## src/rtl/if_fetch.sv

```systemverilog
// Instruction-fetch front end: owns the PC, issues one request at a time on the
// SRAM-like instruction bus, and presents the fetched word to the IF/ID register.
module if_fetch #(
  parameter logic [31:0] RESET_PC = 32'hBFC0_0000
) (
  input  logic        cpu_clk,
  input  logic        cpu_rst,
  input  logic [3:0]  stall,
  input  logic        jump_en,
  input  logic [31:0] jump_addr,
  input  logic        flush,
  input  logic [31:0] flush_addr,
  output logic        inst_req,
  output logic [31:0] inst_addr,
  input  logic        inst_addr_ok,
  input  logic        inst_data_ok,
  input  logic [31:0] inst_rdata,
  output logic        stallreq_if,
  output logic        if_valid,
  output logic [31:0] if_pc,
  output logic [31:0] if_inst
);

  typedef enum logic [1:0] {StReq, StWait, StReady} state_e;

  state_e      state_q, state_d;
  logic [31:0] pc_q, pc_d;
  logic        pend_q, pend_d;
  logic [31:0] pend_addr_q, pend_addr_d;
  logic        discard_q, discard_d;
  logic        if_valid_q, if_valid_d;
  logic [31:0] if_pc_q, if_pc_d;
  logic [31:0] if_inst_q, if_inst_d;

  // Only the PC-hold bit of the stall bus matters to this stage.
  logic unused_stall;
  assign unused_stall = ^stall[3:1];

  always_ff @(posedge cpu_clk) begin
    if (cpu_rst) begin
      state_q     <= StReq;
      pc_q        <= RESET_PC;
      pend_q      <= 1'b0;
      pend_addr_q <= 32'd0;
      discard_q   <= 1'b0;
      if_valid_q  <= 1'b0;
      if_pc_q     <= 32'd0;
      if_inst_q   <= 32'd0;
    end else begin
      state_q     <= state_d;
      pc_q        <= pc_d;
      pend_q      <= pend_d;
      pend_addr_q <= pend_addr_d;
      discard_q   <= discard_d;
      if_valid_q  <= if_valid_d;
      if_pc_q     <= if_pc_d;
      if_inst_q   <= if_inst_d;
    end
  end

  always_comb begin
    state_d     = state_q;
    pc_d        = pc_q;
    pend_d      = pend_q;
    pend_addr_d = pend_addr_q;
    discard_d   = discard_q;
    if_valid_d  = if_valid_q;
    if_pc_d     = if_pc_q;
    if_inst_d   = if_inst_q;

    if (flush) begin
      // Flush wins over any same-cycle jump; an in-flight read is marked for discard.
      pend_d = 1'b0;
      pc_d   = flush_addr;
      unique case (state_q)
        StReq: begin
          if (inst_addr_ok) begin
            state_d   = StWait;
            discard_d = 1'b1;
          end
        end
        StWait: begin
          if (inst_data_ok) begin
            state_d   = StReq;
            discard_d = 1'b0;
          end else begin
            discard_d = 1'b1;
          end
        end
        StReady: begin
          if_valid_d = 1'b0;
          state_d    = StReq;
        end
        default: state_d = StReq;
      endcase
    end else begin
      if (jump_en) begin
        pend_d      = 1'b1;
        pend_addr_d = jump_addr;
      end
      unique case (state_q)
        StReq: begin
          if (inst_addr_ok) state_d = StWait;
        end
        StWait: begin
          if (inst_data_ok) begin
            if (discard_q) begin
              discard_d = 1'b0;
              state_d   = StReq;
            end else begin
              if_inst_d  = inst_rdata;
              if_pc_d    = pc_q;
              if_valid_d = 1'b1;
              state_d    = StReady;
            end
          end
        end
        StReady: begin
          if (!stall[0]) begin
            // The word in IF is the delay slot; the jump target applies to the next PC.
            if (jump_en)     pc_d = jump_addr;
            else if (pend_q) pc_d = pend_addr_q;
            else             pc_d = pc_q + 32'd4;
            pend_d     = 1'b0;
            if_valid_d = 1'b0;
            state_d    = StReq;
          end
        end
        default: state_d = StReq;
      endcase
    end
  end

  assign inst_req    = ~cpu_rst & (state_q == StReq);
  assign stallreq_if = ~cpu_rst & ((state_q == StReq) | (state_q == StWait));
  assign inst_addr   = pc_q;
  assign if_valid    = if_valid_q;
  assign if_pc       = if_pc_q;
  assign if_inst     = if_inst_q;

endmodule

```

## config.mk

```make
export PLATFORM = sky130hd
export DESIGN_NAME = if_fetch
export DESIGN_NICKNAME = d
export VERILOG_FILES = /design/src/rtl/if_fetch.sv
export SDC_FILE = /design/constraint.sdc
export NUM_CORES = 1
export LEC_CHECK = 0
export BUFFER_PORTS_ARGS = -buffer_cell sky130_fd_sc_hd__clkbuf_2
export CAP_MARGIN = 20
export CORE_MARGIN = 2
export CORE_UTILIZATION = 45
export CTS_CLUSTER_SIZE = 30
export DETAILED_ROUTE_END_ITERATION = 7
export PLACE_DENSITY = 0.83
export SETUP_SLACK_MARGIN = 0.3
export SYNTH_ARGS = -nofsm -noshare
export SYNTH_HDL_FRONTEND = slang
export SYNTH_SLANG_ARGS = --single-unit
```

## constraint.sdc

```tcl
create_clock -name cpu_clk -period 6.4 [get_ports cpu_clk]
set_input_delay 0.96 -clock cpu_clk [delete_from_list [all_inputs] [get_ports cpu_clk]]
set_output_delay 0.96 -clock cpu_clk [all_outputs]
set_load 0.02 [all_outputs]
```

==> flow_metrics.tcl, run 1 <==
set metrics [dict create \
    outcome "finished, final reports clean" \
    final-hold-violation-count 0 \
    max_slew_margin_pct 37.1 \
    critical_path_class "in2reg" \
    ys_seq_area_share_pct 42.5 \
    postCtsHoldBufs 0 \
    cts_made_buffers 17 \
    final_util_pct 57.5 \
    finalWeightedCongestion 0.926 \
    grt_pass1_vias 6057 \
    dp.cells 1158 \
    synth_top_area_cell "dfxtp_1" \
    cts_setup_buffers 0 \
    drc 0 \
    period_needed_ns 2.91 \
    htreeDepth 4 \
    layout.nets 1108 \
    post_cts_resized 0 \
    yosys_warnings 0 \
    fin_total_pwr_w 0.00218 \
    io-pin-count 205 \
    worst_pin_slew_ns 0.938 \
    cts_max_path_buffers 2 \
    dr.pass1.iters 6 \
    postPlaceCellArea_um2 7250 \
    cp.required_ns 6.76 \
    floorplan.rows 43 \
    cp.arrival_ns 3.27 \
    synth_top_area_share_pct 42.5 \
    powerDensity_nw_per_um2 276 \
    antenna_found_initial 0 \
    vias_per_cell 5.55 \
    grt_max_degree 81 \
    grt_first_pass_wirelength_mm 29.8 \
    hold_depth 2 \
    slew_viol_final 0 \
    cp_cell_sequence "clkbuf_2 -> nor2_1 -> nand2_1 -> or4_1 -> a31oi_1 -> a211o_1" \
    die_x_um 122 \
    clk_pin_slew_worst_paths_ns 0.06 \
    synth_area_per_cell_um2 7.50 \
    cap_violations 0 \
    cts_tree "built" \
    vdd_ir_drop_max_mv 0.192 \
    cpPeakStageDelay_ns 0.63 \
    ant_nets 0 \
    fill_cells 1267 \
    postSynth.asyncResetShare_pct 0 \
    initial_core_util_pct 45.6 \
    hold_class "reg2reg" \
    wl_per_cell_um 15.7 \
    crit_family "simple AND/OR/NAND/NOR gates" \
    critPathBufInv 1 \
    dr.first_iter.drc_count 608 \
    setup_viol 0 \
    layout-drive-gt1-share_pct 25.5 \
    synthTopCellsByCount "241 x nand2_1, 139 x a21oi_1, 133 x dfxtp_1" \
    synth_area_um2 6260 \
    finalCritPeriodShare_pct 45.5 \
    grtUsageTotal_pct 25.3 \
    yosys.cell_types.count 63 \
    clock-sinks 133 \
    gr-total-overflow 0 \
    path_depth 6 \
    crit_fanout 51 \
    die_height_um 122 \
    syn_inst 834 \
    fmax_ghz 0.343 \
    dieArea_um2 14900 \
    setup-tns-final_ns 0 \
    diodes 0 \
    synthFlopType "dfxtp_1" \
    total_leakage_power_nw 3.21 \
    reg2reg_depth 5 \
    synth_edf_count 0 \
    dpl.hpwl_mm 12.8 \
    synth.most_common_cell "nand2_1" \
    crit_slowest_cell "or4_1" \
    core_area_um2 13700 \
    synth_seq_cells 133 \
    clock_latency_ns 0.42 \
    skew_ns 0.00692 \
    rsz0062_at_grt "no" \
    design_area_um2 7890 \
    synth_nets 944 \
    vias 6609 \
    worstSetupStartpointType "primary input" \
    stdcell_count 1191 \
    port_buffers 201 \
    cp-end-kind "flip-flop" \
    synthToLayoutAreaGrowth_pct 26.0 \
    routed_wl_mm 18.7 \
    cts-root-buf "clkbuf_16" \
    yosys-top-cells-area "dfxtp_1 43%, nand2_1 14%, a21oi_1 11%" \
]
-- state kept, by name, summed over array words and instances (netlist names) --
name,count
pend_q,1
if_pc,32
if_valid,1
pend_addr_q,32
state_q,2
discard_q,1
if_inst,32
inst_addr,32
-- metal layers --
| metal | track usage, % | up-vias | share of wire (%) |
|---|---|---|---|
| li1 | - | 3233 | - |
| met1 | 31.4 | 3073 | 41 |
| met4 | 11.4 | 0 | 2.5 |
| met2 | 40.5 | 271 | 47 |
| met3 | 7.72 | 32 | 9.1 |
| met5 | 0 | - | 0 |
-- stage by stage --
| step | hold slack (ns) | worst slack (ns) |
|---|---|---|
| final | 0.451 | 3.49 |
| after global routing | 0.469 | 3.33 |
| after CTS | 0.453 | 3.39 |
| after detailed placement | 0.445 | 2.97 |
| after global placement | 0.437 | 3.00 |
| after floorplan | 0.432 | 3.84 |
-- kinds of logic after synthesis --
family / after synthesis / share of synthesized area, %
XOR/XNOR: 7 / 0.980
adder cells (fa/ha/maj): 4 / 0.800
multiplexers: 2 / 0.340
AO/OA/AOI/OAI: 242 / 23.3
flip-flops: 133 / 42.5
AND/OR/NAND/NOR: 366 / 26.1
buffers and inverters: 80 / 5.98
-- where the power goes --
group          internal (W)  switching (W)
registers          0.000865      0.0000422
logic              0.000102       0.000168
clock network      0.000632       0.000367
total               0.00160       0.000577
-- cells in the final DEF, fill, tap and decap left out, types with 3 or more instances in the layout --
cell type	instances
xor2_1	4
clkbuf_16	17
nor4_1	7
nand3b_1	3
a221oi_1	11
inv_1	14
nand2_1	240
clkinv_2	3
o21a_1	3
o32ai_1	6
bufinv_16	3
nand3_1	20
dfxtp_1	133
o21bai_1	3
a211oi_1	10
buf_4	10
ha_1	4
and3b_1	5
nor2_1	33
clkinvlp_4	4
a221o_1	6
a21oi_1	139
or3_1	3
and3_1	4
nand4_1	4
nor3_1	17
o311ai_0	4
o21ai_0	27
clkbuf_2	200
a31oi_1	10
nor2b_1	4
o211ai_1	3
nand2b_1	9
xnor2_1	3
-- final timing paths --
| kind | startpoint | end | slack (ns) |
|---|---|---|---|
| max reg2reg | pend_q | inst_addr[12] | 3.49 |
| min reg2reg | if_pc[8] | if_pc[8] | 0.45 |
| min | if_pc[8] | if_pc[8] | 0.45 |
| max | jump_en | inst_addr[23] | 3.49 |
-- worst min-delay path, delay by kind of cell (launching register included) --
family             cells  cell delay [ns]
DFF                    1             0.30
AOI/OAI and AO/OA      1             0.05
and+or+nand+nor        1             0.05
-- layout make-up --
cell class / count / area (µm²) / area share [%]
Tap cell: 180 / 225 / 2.86
Inverter: 14 / 52.6 / 0.666
Timing Repair Buffer: 211 / 1100 / 14.0
Sequential cell: 133 / 2660 / 33.8
Clock buffer: 20 / 457 / 5.79
Multi-Input combinational cell: 621 / 3230 / 41.0
Clock inverter: 12 / 153 / 1.94
(Power assumes the default switching activity.)
==> inputs of run 2 (changes only) <==
PLACE_DENSITY = 0.86   (was 0.83)
clock period = 2.5 ns   (was 6.4 ns; I/O delays follow)
==> run 2 against run 1 <==
Worst hold slack got worse by 0.28 ns. First-iteration DRC count increased by 18%. Core utilization increased by 1.2 points. Combinational power increased to 2.7 times the previous value. Final area increased by 2.1%. Critical path type is now reg2reg. Highest routed layer unchanged.
==> flow_metrics.tcl, run 2 (same netlist as run 1, synthesis figures left out) <==
set metrics [dict create \
    grt_first_pass_wirelength_mm 30.2 \
    post_cts_resized 0 \
    cp_cell_sequence "ha_1 -> nand3_2 -> or4_4 -> nor3_2 -> o21ai_0 -> a221o_1" \
    finalWeightedCongestion 0.935 \
    cp.required_ns 2.81 \
    initial_core_util_pct 45.6 \
    p_clk_share_pct 45.7 \
    crit_family "simple AND/OR/NAND/NOR gates" \
    worst_pin_slew_ns 0.761 \
    vias_per_cell 5.58 \
    drc 0 \
    cpPeakStageDelay_ns 0.61 \
    critPathBufInv 0 \
    dpl.hpwl_mm 13.6 \
    gr-total-overflow 0 \
    final-hold-violation-count 0 \
    worst_hold_slack_ns 0.172 \
    finalCritPeriodShare_pct 83.6 \
    skew_ns 0.00715 \
    cap_violations 0 \
    worstSetupStartpointType "flip-flop" \
    routed_wl_mm 19.5 \
    total_leakage_power_nw 3.32 \
    cp.arrival_ns 2.40 \
    slew_viol_final 0 \
    max_slew_margin_pct 48.8 \
    hold_class "in2reg" \
    die_height_um 122 \
    vdd_ir_drop_max_mv 0.444 \
    grt_pass1_vias 6006 \
    setup-tns-final_ns 0 \
    layout_commonest_cell "nand2_1" \
    period_needed_ns 2.09 \
    dieArea_um2 14900 \
    dr.pass1.iters 5 \
    diodes 0 \
    io-pin-count 205 \
    layout-drive-gt1-share_pct 27.4 \
    crit_fanout 8 \
    synthToLayoutAreaGrowth_pct 28.7 \
    rsz0062_at_grt "no" \
    setup_viol 0 \
    powerDensity_nw_per_um2 697 \
    crit_slowest_cell "or4_4" \
    combPwrFrac_pct 13.1 \
    wl_per_cell_um 16.1 \
    clk_pin_slew_worst_paths_ns 0.06 \
    vias 6768 \
    floorplan.rows 43 \
    p_int_w 0.00411 \
    htreeDepth 4 \
    clock_latency_ns 0.42 \
    grtUsageTotal_pct 25.8 \
    layout.nets 1129 \
    switching_share_pct 26.8 \
    outcome "finished, final reports clean" \
    cts_tree "built" \
    cts_made_buffers 17 \
    critical_path_class "reg2reg" \
    antenna_found_initial 1 \
    fmax_ghz 0.478 \
    die_x_um 122 \
    p_sw_w 0.00150 \
    grt_max_degree 83 \
    cts-root-buf "clkbuf_16" \
    core_area_um2 13700 \
    postCtsHoldBufs 0 \
    dr.first_iter.drc_count 717 \
    ant_nets 0 \
    cp-end-kind "flip-flop" \
    seqPwrFrac_pct 41.2 \
    cts_setup_buffers 0 \
    port_buffers 201 \
    final_util_pct 58.7 \
    clock-sinks 133 \
    final_cell_mix "240 x nand2_1, 200 x clkbuf_2, 139 x a21oi_1" \
    cts_max_path_buffers 2 \
]
[run 2: final timing paths]
path                   from        endpoint  slack, ns  depth (start not counted)
max            inst_addr[2]   inst_addr[22]       0.41                          6
min           inst_rdata[3]      if_inst[3]       0.17                          3
max reg2reg    inst_addr[2]   inst_addr[22]       0.41                          6
min reg2reg  pend_addr_q[6]  pend_addr_q[6]       0.45                          2
[run 2: power groups by stage]
stage                     clock network (W)  logic [W]  registers, W
after floorplan                           0   0.000376       0.00241
after global placement                    0   0.000710       0.00235
after detailed placement                  0   0.000722       0.00235
after CTS                           0.00258   0.000728       0.00231
after global routing                0.00269   0.000798       0.00232
final                               0.00256   0.000737       0.00231
[run 2: area by class of cell]
cell class / instances / area, µm²
clock buffers: 19 / 453
clock inverters: 13 / 155
fillers: 1249 / 5660
inverters: 14 / 52.6
multi-input cells: 621 / 3240
flip-flops and latches: 133 / 2670
well taps: 180 / 225
repair buffers: 232 / 1270
[run 2: stage by stage]
step	instance area (µm²)	std cells	worst slack, ns	total power (W)
floorplan	6260	834	0.382	0.00278
detailed placement	7440	1180	0.347	0.00308
global route	8060	1212	0.289	0.00581
CTS	8050	1212	0.340	0.00562
finish	8060	1212	0.410	0.00561
global placement	7440	1180	0.386	0.00306
[run 2: worst reg2reg max path, delay by kind of cell, from the launching register on]
kind | cells | cell delay (ns)
fa+ha+maj | 1 | 0.24
simple gates | 3 | 0.94
flops | 1 | 0.41
compound gates | 2 | 0.39
[run 2: per-layer routing]
metal	global-route usage, %	wire length [µm]	share of wire, %
met1	33.4	8050	41
met2	39.8	9150	47
met3	8.29	1850	9.5
met4	10.3	495	2.5
met5	0	0	0
